<file path="config.mk">
export PLATFORM = sky130hd
export DESIGN_NAME = serial_nibble_adder
export DESIGN_NICKNAME = d
export VERILOG_FILES = /design/src/rtl/serial_nibble_adder.sv
export SDC_FILE = /design/constraint.sdc
export NUM_CORES = 1
export LEC_CHECK = 0
export BUFFER_PORTS_ARGS = -buffer_cell sky130_fd_sc_hd__buf_4
export CAP_MARGIN = 20
export CORE_MARGIN = 2
export CORE_UTILIZATION = 54
export DETAILED_ROUTE_END_ITERATION = 7
export GPL_TIMING_DRIVEN = 1
export PLACE_DENSITY = 0.89
export SETUP_SLACK_MARGIN = 0.15
export SLEW_MARGIN = 0
export SYNTH_ARGS = -nofsm -noshare
export SYNTH_HDL_FRONTEND = slang
export SYNTH_SLANG_ARGS = --single-unit
</file>
<file path="constraint.sdc">
create_clock -name clk -period 3.6 [get_ports clk]
set_clock_uncertainty 0.1 [all_clocks]
set_input_delay 0.54 -clock clk [delete_from_list [all_inputs] [get_ports clk]]
set_output_delay 0.54 -clock clk [all_outputs]
set_load 0.03 [all_outputs]
</file>
<file path="src/rtl/serial_nibble_adder.sv">
// Multi-cycle WIDTH-bit adder/subtractor built around a single 4-bit CLA stage.
// The block processes one nibble per cycle and chains the carry through a register.

// 4-bit carry-look-ahead stage: s[3:0] is the nibble sum and s[4] is the carry out.
module cla4 (
   input  logic [3:0] a,
   input  logic [3:0] b,
   input  logic       cin,
   output logic [4:0] s
);
   logic [3:0] g;
   logic [3:0] p;
   logic [4:0] c;

   assign g = a & b;
   assign p = a ^ b;

   // Look-ahead carries, fully expanded from the generate and propagate terms.
   assign c[0] = cin;
   assign c[1] = g[0] | (p[0] & cin);
   assign c[2] = g[1] | (p[1] & g[0]) | (p[1] & p[0] & cin);
   assign c[3] = g[2] | (p[2] & g[1]) | (p[2] & p[1] & g[0]) | (p[2] & p[1] & p[0] & cin);
   assign c[4] = g[3] | (p[3] & g[2]) | (p[3] & p[2] & g[1]) | (p[3] & p[2] & p[1] & g[0])
               | (p[3] & p[2] & p[1] & p[0] & cin);

   assign s = {c[4], p ^ c[3:0]};
endmodule

module serial_nibble_adder #(
   parameter int unsigned WIDTH = 16
) (
   input  logic             clk,
   input  logic             rst_n,
   input  logic             in_valid,
   output logic             in_ready,
   input  logic [WIDTH-1:0] a,
   input  logic [WIDTH-1:0] b,
   input  logic             cin,
   input  logic             sub,
   output logic             out_valid,
   input  logic             out_ready,
   output logic [WIDTH-1:0] sum,
   output logic             cout,
   output logic             overflow
);
   localparam int unsigned N    = WIDTH / 4;
   localparam int unsigned IDXW = (N > 1) ? $clog2(N) : 1;
   localparam int unsigned MSB  = WIDTH - 1;
   localparam logic [IDXW-1:0] LAST_IDX = IDXW'(N - 1);

   localparam logic [1:0] IDLE = 2'd0;
   localparam logic [1:0] RUN  = 2'd1;
   localparam logic [1:0] DONE = 2'd2;

   logic [1:0]       state;
   logic [1:0]       state_nxt;
   logic [IDXW-1:0]  idx;
   logic             carry_q;
   logic [WIDTH-1:0] a_q;
   logic [WIDTH-1:0] beff_q;
   logic [3:0]       a_nib;
   logic [3:0]       b_nib;
   logic [4:0]       stage_s;
   logic [IDXW+1:0]  lo;

   // Bit offset of the nibble currently being processed.
   assign lo    = {idx, 2'b00};
   assign a_nib = a_q[lo +: 4];
   assign b_nib = beff_q[lo +: 4];

   cla4 u_stage (
      .a   (a_nib),
      .b   (b_nib),
      .cin (carry_q),
      .s   (stage_s)
   );

   // Operands are only taken in IDLE and never while reset is asserted.
   assign in_ready = (state == IDLE) & rst_n;

   // State register.
   always_ff @(posedge clk) begin
      if (!rst_n) state <= IDLE;
      else        state <= state_nxt;
   end

   // Next-state logic.
   always_comb begin
      state_nxt = state;
      case (state)
         IDLE:    if (in_valid)          state_nxt = RUN;
         RUN:     if (idx == LAST_IDX)   state_nxt = DONE;
         DONE:    if (out_ready)         state_nxt = IDLE;
         default:                        state_nxt = IDLE;
      endcase
   end

   // Operand capture, per-nibble accumulation and result flags.
   always_ff @(posedge clk) begin
      if (!rst_n) begin
         idx       <= '0;
         carry_q   <= 1'b0;
         a_q       <= '0;
         beff_q    <= '0;
         sum       <= '0;
         cout      <= 1'b0;
         overflow  <= 1'b0;
         out_valid <= 1'b0;
      end else begin
         out_valid <= (state_nxt == DONE);
         case (state)
            IDLE: begin
               if (in_valid) begin
                  // Subtraction is a + ~b + 1, so invert b and force the carry in.
                  a_q     <= a;
                  beff_q  <= sub ? ~b : b;
                  carry_q <= sub ? 1'b1 : cin;
                  idx     <= '0;
               end
            end
            RUN: begin
               sum[lo +: 4] <= stage_s[3:0];
               carry_q      <= stage_s[4];
               idx          <= idx + IDXW'(1);
               if (idx == LAST_IDX) begin
                  // Final sum MSB comes straight from the stage on this edge.
                  cout     <= stage_s[4];
                  overflow <= (a_q[MSB] == beff_q[MSB]) & (stage_s[3] != a_q[MSB]);
               end
            end
            default: ;
         endcase
      end
   end
endmodule

</file>
Yosys cells after proc, flatten, opt, wreduce, memory -nomap -nowiden
Cells that the tools add are included.
W data, S select, Z words.
{"block": "word_totals", "ff_bits": 56, "input_bits": 38}
{"block": "op_classes", "n_addsub": 2, "n_eq_ne": 7, "shifts": 4, "mux": 11, "n_bitwise": 32, "reduce_logical": 5}
{"op": "$shiftx A16 B5 Y4", "n": 2}
{"op": "$and A1 B1 Y1", "n": 18}
{"op": "$bwmux W16", "n": 1}
{"op": "$mux W16", "n": 1}
{"op": "$not A16 Y16", "n": 1}
{"op": "$shift A4 B6 Y16 const A", "n": 1}
{"op": "$shiftx A4 B6 Y16", "n": 1}
{"op": "$or A1 B1 Y1", "n": 10}
{"op": "$mux W2", "n": 4}
{"op": "$xor A4 B4 Y4", "n": 2}
{"op": "$eq A2 B2 Y1 const B", "n": 3}
{"op": "$neg A4 Y6", "n": 1}
{"op": "$pmux W2 S3", "n": 1}
{"op": "$reduce_and A2 Y1", "n": 3}
{"op": "$and A4 B4 Y4", "n": 1}
{"op": "$pmux W2 S2", "n": 1}
{"op": "$add A2 B1 Y2 const B", "n": 1}
{"op": "$eq A2 B1 Y1 const B", "n": 1}
{"op": "$logic_not A2 Y1", "n": 1}
{"op": "$mux W1", "n": 2}
{"op": "$ne A2 B2 Y1 const B", "n": 1}
{"op": "$pmux W1 S2", "n": 1}
{"op": "$reduce_bool A2 Y1", "n": 1}
{"op": "$eq A1 B1 Y1", "n": 1}
{"op": "$ne A1 B1 Y1", "n": 1}

Logic depth before layout (Yosys ltp)
{"block": "logic_depth", "word_depth": 9, "depth_mapped": 8, "ltp_nobuf": 6}

Cells and area by module
From an unflattened synthesis, not the netlist that was laid out.
{"block": "unflattened", "cells_unflattened": 287, "hier_area_um2": 2819.0}
{"mod": "serial_nibble_adder", "instances": 1, "cells_per_inst": 270, "area_per_inst_um2": 2671.3}
{"mod": "cla4", "instances": 1, "cells_per_inst": 17, "area_per_inst_um2": 147.6}

Least setup slack after synthesis
Ideal clock, no wire load.
{"block": "synth_timing", "path_kind": "register to register", "from": "reg idx[0]", "to": "reg overflow", "setup_time_ps": 74, "t_arrival_ps": 2794, "t_required_ps": 3426, "setup_slack_ps": 632, "path_stages_with_launch": 9, "path_buffers": 2, "synth_period_minus_slack_ps": 2968, "cell_sequence": "dfxtp_1 buf_2 mux4_2 ha_1 a21o_1 and4_1 buf_1 or4b_1 a31oi_1"}
{"block": "synth_via", "elab_chain_cells": 9, "word_cells_on_any_way": 17}
{"item": "start, declared", "line_no": "57", "text": "logic [IDXW-1:0] idx;"}
{"item": "start signal, assigned", "line_no": "124", "text": "idx <= idx + IDXW'(1);"}
{"item": "$shiftx A16 B5 Y4 (on tied branches)", "line_no": "68, 69"}
{"item": "$xor A4 B4 Y4 or $and A4 B4 Y4 (tied branches)", "line_no": "16, 15"}
{"item": "$and A1 B1 Y1", "line_no": "22", "text": "assign c[3] = g[2] | (p[2] & g[1]) | (p[2] & p[1] & g[0]) | (p[2] & p[1] & p[0] & cin);"}
{"item": "$or A1 B1 Y1 or $and A1 B1 Y1 (tied branches) (2 in a row)", "line_no": "22"}
{"item": "$or A1 B1 Y1", "line_no": "22"}
{"item": "$xor A4 B4 Y4", "line_no": "26", "text": "assign s = {c[4], p ^ c[3:0]};"}
{"item": "$ne A1 B1 Y1", "line_no": "128", "text": "overflow <= (a_q[MSB] == beff_q[MSB]) & (stage_s[3] != a_q[MSB]);"}
{"item": "$and A1 B1 Y1", "line_no": "128"}
{"item": "end signal, assigned", "line_no": "128"}
{"item": "end, declared", "line_no": "44", "text": "output logic overflow"}
Parallel ways exist; a longest one is shown, timed or not.
A chain may end at the register's enable or synchronous reset.

Worst setup path in the final report
Ends and elaborated chain as after synthesis.

==> impl_metrics.env <==
export IMPL_rsz0062_at_grt="no"
export IMPL_grt_antenna_before_repair=0
export IMPL_clkTransAtPathRegs_ns=0.11
export IMPL_drc_errors=0
export IMPL_ys_seq_area_frac=0.409
export IMPL_core_um2=4820
export IMPL_synth_cell_types=44
export IMPL_ctsHtreeMaxLevel=2
export IMPL_pwr_density_cell_nw_per_um2=405
export IMPL_ir_drop_mv=0.174
export IMPL_drive_gt1_frac=0.236
export IMPL_grt_pass1_vias=2067
export IMPL_post_cts_setup_buffer_count=0
export IMPL_min_period_ns=2.98
export IMPL_areaGrowthSynthToFinish_pct=20.6
export IMPL_finalWirelength_um=5870
export IMPL_vias_per_cell=5.52
export IMPL_synthArstFlopShare=0
export IMPL_rr_worst_depth=7
export IMPL_synthFlopType="dfxtp_1"
export IMPL_syn_mean_instance_area_um2=9.56
export IMPL_relSlewSlack=0.520
export IMPL_ios=58
export IMPL_globalRouteOverflowTotal=0
export IMPL_cp_end_kind="flip-flop"
export IMPL_cpPeakStageDelay_ns=0.61
export IMPL_ctsHoldBuffers=0
export IMPL_p_leak_nw=1.46
export IMPL_fin_nets=383
export IMPL_dp_cells=394
export IMPL_min_path_cells=2
export IMPL_die_w_um=75.3
export IMPL_synth_seq_cells=56
export IMPL_routedWlPerCell_um=14.6
export IMPL_grt_max_degree=60
export IMPL_max_cap_violations=0
export IMPL_ctsLongestPathBuffers=2
export IMPL_start_util=0.569
export IMPL_grt_pass1_wl_um=9600
export IMPL_die_y_um=75.3
export IMPL_drt_pass1_iter_count=4
export IMPL_p_clk_frac=0.314
export IMPL_status="finished, final reports clean"
export IMPL_slew_viol_final=0
export IMPL_synth_commonest_cells="59 x nand2_1, 56 x dfxtp_1, 18 x a21boi_0"
export IMPL_die_area_um2=5660
export IMPL_antenna_left=0
export IMPL_cts_resized=0
export IMPL_comb_power_share=0.178
export IMPL_worst_pin_slew_ns=0.715
export IMPL_yosysTopAreaCell="dfxtp_1"
export IMPL_cts_tree="built"
export IMPL_first_iter_violations=248
export IMPL_hold_viol=0
export IMPL_fmax_ghz=0.335
export IMPL_power_internal_w=0.000975
export IMPL_cp_max_fo=13
export IMPL_synth_top_area_frac=0.409
export IMPL_cp_slowest_cell="a311oi_1"
export IMPL_netlist_area_um2=2740
export IMPL_gp_congestion=0.943
export IMPL_cp_depth=7
export IMPL_syn_inst=287
export IMPL_ys_top_cells_by_area="dfxtp_1 41%, nand2_1 8.1%, mux4_2 6.6%, o211a_1 5.8%, xnor2_1 5.1%"
export IMPL_yosys_warnings=0
export IMPL_seq_power_share=0.508
export IMPL_antenna_cells=0
export IMPL_arrival_ns=3.14
export IMPL_cp_required_ns=3.76
export IMPL_switching_power_w=0.000364
export IMPL_finalSetupViolCount=0
export IMPL_grt_usage=0.223
export IMPL_num_rows=25
export IMPL_startpoint_type="flip-flop"
export IMPL_cpLargestDelayFamily="compound AO/OA/AOI/OAI gates"
export IMPL_switching_share=0.272
export IMPL_fin_cells=402
export IMPL_fin_setup_tns_ns=0
export IMPL_cp_cell_sequence="buf_4, mux4_2, ha_1, a21o_1, a311oi_1, o311ai_0, a31oi_1"
export IMPL_cts_root_buf="clkbuf_8"
export IMPL_worstSetupPathType="flip-flop to flip-flop"
export IMPL_io_buffers=57
export IMPL_cts_buffers=5
export IMPL_crit_buf_inv=1
export IMPL_cts_sinks=56
export IMPL_synth_fp_nets=336
export IMPL_hold_path_class="flip-flop to flip-flop"
export IMPL_clock_latency_ns=0.32
export IMPL_synth_edf_count=0
export IMPL_hpwl_um=4360
export IMPL_fin_crit_sh=0.828
export IMPL_synth_most_common_cell="nand2_1"
export IMPL_vias=2221
layout by cell type (no fill, tap or decap), drive strengths merged, types with 2 or more instances in the layout:
cell type / instances
nand2: 59
buf: 59
dfxtp: 56
a21boi: 19
xnor2: 16
o211a: 16
ha: 10
nor2b: 9
and2: 9
mux4: 8
a22oi: 8
o21a: 6
o21ai: 6
nor2: 5
clkbuf: 5
nand3: 4
inv: 3
nor4b: 3
o41ai: 3
a21o: 2
nor3: 2
a21oi: 2
or4b: 2
nand3b: 2
a211oi: 2
logic make-up (layout without fill, tap and decap cells):
kind of cell             Yosys count  in the layout  share of synthesized area
XOR/XNOR                          17             17                     0.0543
adder cells (fa/ha/maj)           11             11                     0.0529
flip-flops                        56             56                      0.409
AO/OA/AOI/OAI                     68             68                      0.195
buffers and inverters             22             70                     0.0310
multiplexers                       8              8                     0.0657
AND/OR/NAND/NOR                  105            105                      0.192
sequential cells by signal (all words and copies together) (netlist names):
| name | count |
|---|---|
| carry_q | 1 |
| a_q | 16 |
| idx | 2 |
| state | 2 |
| cout | 1 |
| sum | 16 |
| overflow | 1 |
| beff_q | 16 |
| out_valid | 1 |
per-stage QoR:
step	util	area (um^2)	setup WS (ns)	total power [W]	hold WS, ns
final	0.686	3310	0.618	0.00134	0.366
after global placement	0.663	3200	0.824	0.000923	0.342
after CTS	0.686	3310	0.617	0.00134	0.369
after global routing	0.686	3310	0.370	0.00139	0.383
after detailed placement	0.663	3200	0.606	0.000933	0.356
after floorplan	-	2740	0.632	0.000850	0.340
final cells by class:
cell class / count / area [um^2]
multi-input cells: 209 / 1540
fillers: 385 / 1510
flip-flops and latches: 56 / 1120
repair buffers: 59 / 443
well taps: 67 / 83.8
clock buffers: 5 / 68.8
clock inverters: 3 / 42.5
inverters: 3 / 11.3
layer usage:
layer / global-route usage / wire length (um) / vias to the layer above
li1: - / - / 1106
met1: 0.306 / 2700 / 1019
met2: 0.348 / 2680 / 82
met3: 0.0361 / 364 / 14
met4: 0.101 / 128 / 0
met5: 0 / 0 / -
path summary, 6_finish.rpt:
| path | startpoint | endpoint | slack (ns) |
|---|---|---|---|
| max | idx[0] | overflow | 0.62 |
| min | sum[10] | sum[10] | 0.37 |
| max reg2reg | idx[0] | overflow | 0.62 |
| min reg2reg | sum[10] | sum[10] | 0.37 |
power groups by stage:
| stage | sequential [W] | combinational [W] | clock (W) |
|---|---|---|---|
| 4_1_cts | 0.000680 | 0.000239 | 0.000419 |
| 3_5_place_dp | 0.000694 | 0.000238 | 0 |
| 5_1_grt | 0.000684 | 0.000264 | 0.000442 |
| 6_report | 0.000680 | 0.000239 | 0.000420 |
| 3_3_place_gp | 0.000694 | 0.000229 | 0 |
| 2_1_floorplan | 0.000689 | 0.000161 | 0 |
worst reg2reg max path, stage by stage (launching register included):
cell and delay [ns]:
dfxtp_1 0.55, buf_4 0.28, mux4_2 0.53, ha_1 0.26
a21o_1 0.20, a311oi_1 0.61, o311ai_0 0.21, a31oi_1 0.18
(Power assumes the default switching activity.)
